<file path="src/rtl/alu_issue_queue.sv">
// alu_issue_queue: command FIFO, registered issue stage and result capture
// slot wrapped around an external combinational ALU.
module alu_issue_queue #(
    parameter int DATASIZE     = 8,
    parameter int OUTPUTSIZE   = 2 * DATASIZE,
    parameter int OPCODE_WIDTH = 4,
    parameter int TAG_WIDTH    = 4,
    parameter int DEPTH        = 4
) (
    input  logic                      clk,
    input  logic                      rst,
    input  logic                      flush,
    input  logic                      in_valid,
    output logic                      in_ready,
    input  logic [OPCODE_WIDTH-1:0]   in_opcode,
    input  logic [DATASIZE-1:0]       in_a,
    input  logic [DATASIZE-1:0]       in_b,
    input  logic [TAG_WIDTH-1:0]      in_tag,
    output logic [DATASIZE-1:0]       alu_in1,
    output logic [DATASIZE-1:0]       alu_in2,
    output logic [OPCODE_WIDTH-1:0]   alu_opcode,
    input  logic [OUTPUTSIZE-1:0]     alu_result,
    output logic                      res_valid,
    input  logic                      res_ready,
    output logic [OUTPUTSIZE-1:0]     res_data,
    output logic [TAG_WIDTH-1:0]      res_tag,
    output logic [$clog2(DEPTH):0]    count,
    output logic                      busy
);

    localparam int PTR_W = $clog2(DEPTH);
    localparam int CNT_W = PTR_W + 1;

    typedef struct packed {
        logic [OPCODE_WIDTH-1:0] opcode;
        logic [DATASIZE-1:0]     a;
        logic [DATASIZE-1:0]     b;
        logic [TAG_WIDTH-1:0]    tag;
    } cmd_t;

    cmd_t                    mem_q [DEPTH];
    cmd_t                    mem_d [DEPTH];
    cmd_t                    head;

    logic [PTR_W-1:0]        wr_ptr_q, wr_ptr_d;
    logic [PTR_W-1:0]        rd_ptr_q, rd_ptr_d;
    logic [CNT_W-1:0]        count_q, count_d;

    logic                    issue_valid_q, issue_valid_d;
    logic [TAG_WIDTH-1:0]    issue_tag_q, issue_tag_d;
    logic [DATASIZE-1:0]     alu_in1_q, alu_in1_d;
    logic [DATASIZE-1:0]     alu_in2_q, alu_in2_d;
    logic [OPCODE_WIDTH-1:0] alu_opcode_q, alu_opcode_d;

    logic                    res_valid_q, res_valid_d;
    logic [OUTPUTSIZE-1:0]   res_data_q, res_data_d;
    logic [TAG_WIDTH-1:0]    res_tag_q, res_tag_d;

    logic                    push, pop, res_free, issue_adv, capture;

    // Handshake and stage-advance terms; a full FIFO refuses pushes even
    // when the head is leaving in the same cycle.
    assign in_ready  = (count_q != CNT_W'(DEPTH));
    assign push      = in_valid && in_ready;
    assign res_free  = !res_valid_q || res_ready;
    assign issue_adv = !issue_valid_q || res_free;
    assign pop       = issue_adv && (count_q != '0);
    assign capture   = issue_valid_q && res_free;
    assign head      = mem_q[rd_ptr_q];

    // Write the incoming command into the tail slot; flush discards it.
    always_comb begin
        // NOTE: combinational blocks use blocking '=' and start from a full default, so no latch can be inferred.
        mem_d = mem_q;
        if (push && !flush) begin
            mem_d[wr_ptr_q] = {in_opcode, in_a, in_b, in_tag};
        end
    end

    // Storage array register.
    always_ff @(posedge clk) begin
        // NOTE: storage is not reset; pointers and count alone decide which entries are live.
        mem_q <= mem_d;
    end

    // Pointer and occupancy next state; flush wins over push and pop.
    always_comb begin
        wr_ptr_d = wr_ptr_q;
        rd_ptr_d = rd_ptr_q;
        count_d  = count_q;
        if (flush) begin
            wr_ptr_d = '0;
            rd_ptr_d = '0;
            count_d  = '0;
        end else begin
            if (push) wr_ptr_d = wr_ptr_q + PTR_W'(1);
            if (pop)  rd_ptr_d = rd_ptr_q + PTR_W'(1);
            case ({push, pop})
                2'b10:   count_d = count_q + CNT_W'(1);
                2'b01:   count_d = count_q - CNT_W'(1);
                default: count_d = count_q;
            endcase
        end
    end

    // Issue stage: load the FIFO head, or drop valid when advancing empty-handed.
    always_comb begin
        issue_valid_d = issue_valid_q;
        issue_tag_d   = issue_tag_q;
        alu_in1_d     = alu_in1_q;
        alu_in2_d     = alu_in2_q;
        alu_opcode_d  = alu_opcode_q;
        if (flush) begin
            issue_valid_d = 1'b0;
        end else if (pop) begin
            issue_valid_d = 1'b1;
            issue_tag_d   = head.tag;
            alu_in1_d     = head.a;
            alu_in2_d     = head.b;
            alu_opcode_d  = head.opcode;
        end else if (issue_adv) begin
            issue_valid_d = 1'b0;
        end
    end

    // Result slot: capture the ALU output when free, else retire on res_ready.
    always_comb begin
        res_valid_d = res_valid_q;
        res_data_d  = res_data_q;
        res_tag_d   = res_tag_q;
        if (flush) begin
            res_valid_d = 1'b0;
        end else if (capture) begin
            res_valid_d = 1'b1;
            res_data_d  = alu_result;
            res_tag_d   = issue_tag_q;
        end else if (res_ready) begin
            res_valid_d = 1'b0;
        end
    end

    // Control and datapath registers with asynchronous reset.
    always_ff @(posedge clk or posedge rst) begin
        // NOTE: sequential state uses non-blocking '<=' so every flop samples pre-edge values.
        if (rst) begin
            wr_ptr_q      <= '0;
            rd_ptr_q      <= '0;
            count_q       <= '0;
            issue_valid_q <= 1'b0;
            issue_tag_q   <= '0;
            alu_in1_q     <= '0;
            alu_in2_q     <= '0;
            alu_opcode_q  <= '0;
            res_valid_q   <= 1'b0;
            res_data_q    <= '0;
            res_tag_q     <= '0;
        end else begin
            wr_ptr_q      <= wr_ptr_d;
            rd_ptr_q      <= rd_ptr_d;
            count_q       <= count_d;
            issue_valid_q <= issue_valid_d;
            issue_tag_q   <= issue_tag_d;
            alu_in1_q     <= alu_in1_d;
            alu_in2_q     <= alu_in2_d;
            alu_opcode_q  <= alu_opcode_d;
            res_valid_q   <= res_valid_d;
            res_data_q    <= res_data_d;
            res_tag_q     <= res_tag_d;
        end
    end

    assign alu_in1    = alu_in1_q;
    assign alu_in2    = alu_in2_q;
    assign alu_opcode = alu_opcode_q;
    assign res_valid  = res_valid_q;
    assign res_data   = res_data_q;
    assign res_tag    = res_tag_q;
    assign count      = count_q;
    assign busy       = (count_q != '0) || issue_valid_q || res_valid_q;

endmodule

</file>
<file path="config.mk">
export PLATFORM = sky130hd
export DESIGN_NAME = alu_issue_queue
export DESIGN_NICKNAME = d
export VERILOG_FILES = /design/src/rtl/alu_issue_queue.sv
export SDC_FILE = /design/constraint.sdc
export NUM_CORES = 1
export LEC_CHECK = 0
export BUFFER_PORTS_ARGS = -buffer_cell sky130_fd_sc_hd__buf_2
export CAP_MARGIN = 10
export CORE_MARGIN = 2
export CORE_UTILIZATION = 60
export DETAILED_ROUTE_END_ITERATION = 7
export PLACE_DENSITY = 0.85
export SETUP_SLACK_MARGIN = 0.15
export SYNTH_ARGS = -nofsm -noshare
export SYNTH_HDL_FRONTEND = slang
export SYNTH_SLANG_ARGS = --single-unit
export TNS_END_PERCENT = 10
</file>
<file path="constraint.sdc">
create_clock -name clk -period 4.6 [get_ports clk]
set_input_delay 0.23 -clock clk [delete_from_list [all_inputs] [get_ports clk]]
set_output_delay 0.23 -clock clk [all_outputs]
set_load 0.05 [all_outputs]
</file>
======== After elaboration in Yosys (flattened, before gate mapping) ========
Index checks and enable logic that the tools add are counted.
storage, ports and cells
  output and inout port bits .............. 46
  register bits ........................... 149
  input port bits ......................... 45
cells by class
  order comparisons ....................... 3
  eq/ne operators ......................... 3
  bitwise logic cells ..................... 3
  multiplexer cells ....................... 18
  reduce and logical (&&, ||, !) cells .... 20
  $add $sub $neg .......................... 4
operators by type and width
  cell                                                                  number
  96-bit bitwise mux                                                    1
  24-bit 2-to-1 mux                                                     3
  24-bit binary-select mux with 2-bit select                            1
  24-bit demux with 2-bit select                                        1
  3-bit nonzero test                                                    4
  2-bit 2-to-1 mux                                                      4
  3-bit >= comparator, second input constant                            2
  1-bit 2-to-1 mux                                                      6
  2-bit NOT with 3-bit output                                           2
  3-bit one-hot mux with 2 select lines                                 1
  1-bit logical AND                                                     5
  2-bit by 1-bit adder with 2-bit output, second input constant         2
  1-bit logical OR                                                      4
  2-bit AND reduction                                                   2
  2-bit nonzero test                                                    2
  3-bit by 1-bit adder with 3-bit output, second input constant         1
  1-bit logical NOT                                                     3
  3-bit by 1-bit < comparator with 1-bit output, second input constant  1
  3-bit 2-to-1 mux                                                      1
  3-bit inequality test, second input constant                          1
  3-bit by 1-bit subtractor with 3-bit output, second input constant    1
  2-bit by 1-bit == test with 1-bit output, second input constant       1
  2-bit == test, second input constant                                  1
  1-bit NOT                                                             1

======== Logic depth before layout (Yosys ltp) ========
  depth in word-level cells ............... 7
  depth in mapped cells ................... 8
  mapped depth without buffers ............ 8

======== Worst setup path after synthesis ========
No wires, ideal clock.
  path type ............................... register to register
  start ................................... reg count_q[0], in the netlist count[0]
  end ..................................... reg mem_q[0] (netlist bit), enable pin
  data arrival time ....................... 1.986 ns
  stages on the path, launching flop included .. 5
  library setup time ...................... 0.383 ns
  setup slack ............................. 2.232 ns
  required time ........................... 4.217 ns
  cell sequence ........................... dfrtp_1 > or3b_4 > nand2_4 > nor2_1 > and2_1
between the ends
  longest elaborated chain between the ends .. 3
RTL lines
  element                 line  source
  start, declared         47    logic [CNT_W-1:0] count_q, count_d;
  start signal, assigned  160   count_q <= count_d;
  3-bit inequality test   63    assign in_ready = (count_q != CNT_W'(DEPTH));
  named net in_ready      14    output logic in_ready,
  1-bit logical AND       64    assign push = in_valid && in_ready;
  1-bit logical AND       75    if (push && !flush) begin
  end signal, assigned    83    mem_q <= mem_d;
  end, declared           41    cmd_t mem_q [DEPTH];
The timed path passes the listed nets, and every way through them passes these cells.
A chain may end at the register's enable or synchronous reset.

======== Final worst setup path ========
  start ................................... reg count_q[0], in the netlist count[0]
  end ..................................... reg count_q[2], in the netlist count[2]
between the ends
  longest elaborated chain between the ends .. 5
RTL lines
  element                                                                           line    source
  3-bit inequality test / 3-bit nonzero test (equally long branches)                63, 67
  1-bit logical AND (on tied branches)                                              64, 67
  2-bit by 1-bit == test with 1-bit output / 2-bit == test (equally long branches)  98      case ({push, pop})
  3-bit one-hot mux with 2 select lines                                             98
  3-bit 2-to-1 mux                                                                  91      if (flush) begin
Parallel ways exist; a longest one is shown, timed or not.

==> flow_summary_export.csv <==
group,metric,value,unit
synthesis,seq_area_frac_synth,0.729,
sta,rsz0062_at_grt,"false",
finish,syn_to_final_growth,28.7,%
critical_path,critical_path_class,"register to register",
place,dp_cells,493,
grt,grt_pass1_vias,3260,
floorplan,die_x,102,um
clock_network,numCtsBuffers,17,
synthesis,netlist_instances,282,
routing,drtIter0Drc,143,
flow_run,max_cap_viol_count,0,
floorplan,start_util,0.622,
floorplan,rows,35,
sta,max_freq,409,MHz
finish,fillers,479,
sta,fin_ws,2.16,ns
place,hpwl,5860,um
clock_network,root_buffer,"clkbuf_8",
sta,hold_viol,0,
sta,fin_tns_setup,0,ns
synthesis,synth.cell_area,5770,um2
outcome,status,"finished, final reports clean",
critical_path,crit_fanout,9,
routing,vias,3093,
finish,nets,476,
critical_path,cp-start-kind,"register",
routing,postRouteWirelength,10700,um
routing,wl_per_cell,18.9,um
sta,finalCritPeriodShare,0.531,
pwr,powerDensity,684,nW/um2
clock_network,clock_sinks,149,
clock_network,cts_tree,"yes",
finish,fin_cells,568,
clock_network,cts.htree.levels,4,
routing,firstDrtPassIters,4,
floorplan,ios,91,
grt,grt.overflow.total,0,
synthesis,synth_cell_types,36,
floorplan,dieHeight,102,um
floorplan,die_area,10400,um2
clock_network,insertion_delay,0.51,ns
clock_network,clk_path_buf_depth,2,
routing,drc,0,
synthesis,synth-warning-count,0,
place,gp_congestion,0.750,
finish,ff_latch_area,4210,um2
sta,tightest_slew,1.22,ns
pwr,ir_drop,0.348,mV
floorplan,core,9280,um2
hold_path,worstHoldStart,"res_ready",
critical_path,arrival,2.88,ns
sta,setup_viol_count_final,0,
critical_path,crit_start,"count[0]$_DFFE_PP0P_",
hold_path,hp-class,"input pin to register",
synthesis,avgSynthCellArea,20.5,um2
synthesis,ys_seq_elements,149,
clock_network,postCtsResizedCells,0,
routing,ant_nets,0,
critical_path,required,5.03,ns
pwr,leakage,2.90,nW
place,numPortBuffers,90,
critical_path,regToRegStartpoint,"count[0]$_DFFE_PP0P_",
clock_network,clk_pin_slew,0.06,ns
grt,grt_max_degree,54,
routing,vias_per_cell,5.45,
sta,clock_skew,0.00809,ns
sta,slew_headroom,0.187,
finish,drive_gt1_frac,0.458,
grt,grt_first_pass_wirelength,16700,um
finish,insertedDiodeCount,0,
place,place_ws,2.17,ns
grt,grt_antenna_before_repair,0,
sta,period_minus_slack,2.44,ns
synthesis,syn_nets,332,
critical_path,endpoint_kind,"register",
finish,multi_input_area,1490,um2
sta,drv_slew,0,
grt,grt_util_all_layers,0.224,
==> registers in the layout (all words and copies together), names as in the netlist <==
signal and flops:
mem_q 96, rd_ptr_q 2, alu_opcode 4, wr_ptr_q 2, issue_valid_q 1, alu_in1 8
count 3, res_valid 1, res_data 16, issue_tag_q 4, alu_in2 8, res_tag 4
==> synthesized netlist by cell type, drive strengths merged <==
master | n | area (um2)
a2111oi | 1 | 8.76
fa | 1 | 20.0
mux4 | 24 | 541
nor3 | 1 | 5.00
nor3b | 1 | 7.51
a31oi | 1 | 6.26
or3 | 2 | 17.5
nand3b | 1 | 7.51
a21oi | 3 | 15.0
inv | 3 | 11.3
mux2 | 45 | 582
xor2 | 2 | 17.5
nor2b | 2 | 12.5
o21ai | 1 | 5.00
o221ai | 1 | 8.76
buf | 10 | 68.8
or3b | 1 | 11.3
dfrtp | 53 | 1330
nand2b | 2 | 12.5
mux2i | 1 | 10.0
edfxtp | 96 | 2880
and2 | 4 | 25.0
nand2 | 5 | 33.8
nand3 | 3 | 15.0
ha | 4 | 50.1
clkbuf | 1 | 3.75
xnor2 | 2 | 17.5
o21bai | 1 | 7.51
nor2 | 10 | 45.0
==> layout make-up <==
class                           instances  area share
Sequential cell                       149       0.566
Inverter                                3     0.00151
Tap cell                              129      0.0217
Clock inverter                         14      0.0279
Clock buffer                           18      0.0562
Multi-Input combinational cell        119       0.200
Timing Repair Buffer                  136       0.126
==> per-stage QoR <==
step / hold WS, ns / total power [W] / utilization / instance area, um2
6_report: 0.0548 / 0.00509 / 0.801 / 7430
5_1_grt: 0.0747 / 0.00529 / 0.801 / 7430
4_1_cts: 0.0242 / 0.00511 / 0.795 / 7380
3_5_place_dp: 0.445 / 0.00362 / 0.683 / 6340
3_3_place_gp: 0.442 / 0.00358 / 0.683 / 6340
2_1_floorplan: 0.329 / 0.00326 / - / 5770
==> where the power goes <==
group | leakage (nW) | switching, W | internal, W
sequential | 1.51 | 0.000219 | 0.00170
combinational | 1.09 | 0.00107 | 0.000652
clock | 0.296 | 0.000510 | 0.000931
total | 2.90 | 0.00180 | 0.00328
==> critical path, stage by stage, from the launching register on <==
cell	delay, ns
dfrtp_1	0.48
or3_4	0.46
nand2_4	0.12
a21oi_1	0.08
fa_1	0.45
a2111oi_0	0.45
o21bai_1	0.16
a31oi_1	0.18
==> metal layers <==
metal  vias to the layer above  track usage  routed length [um]
li1                       1386            -                   -
met1                      1562        0.269                4410
met2                       128        0.387                5560
met3                        17       0.0609                 590
met4                         0       0.0923                 186
met5                         -            0                   0
==> cell usage in the layout (no fill, tap or decap), types with 5 or more instances in the layout <==
cell type | synthesis | layout
edfxtp_1 | 96 | 96
buf_2 | 4 | 90
dfrtp_1 | 53 | 52
dlygate4sd3_1 | 0 | 41
mux2_2 | 25 | 25
mux4_2 | 24 | 24
mux2_4 | 20 | 20
clkbuf_16 | 0 | 16
nor2_1 | 9 | 9
bufinv_16 | 0 | 5
==> cell families after synthesis <==
| logic type | share of synthesized area |
|---|---|
| buffers and inverters | 0.0145 |
| adders and majority gates | 0.0121 |
| and+or+nand+nor | 0.0334 |
| AOI/OAI and AO/OA | 0.00888 |
| DFF | 0.729 |
| xor gates and xnor gates | 0.00607 |
| muxes | 0.196 |
==> path summary, 6_finish.rpt <==
kind                                              end  slack (ns)  cells past startpoint
setup reg to reg                 count[2]$_DFFE_PP0P_        2.16                      7
setup / recovery                 count[2]$_DFFE_PP0P_        2.16                      7
hold reg to reg            issue_tag_q[3]$_DFFE_PP0P_        0.50                      1
hold / removal                  res_valid$_DFFE_PP0P_        0.05                      4
min in group asynchronous      res_tag[1]$_DFFE_PP0P_        0.46                      4
max in group asynchronous     rd_ptr_q[0]$_DFFE_PP0P_        3.65                      4
==> what timing repair did <==
item	CTS	global route
endpoints found under the hold margin	165	0
hold buffers	41	0
setup buffers	0	0
Power figures use the tool's default switching activity.
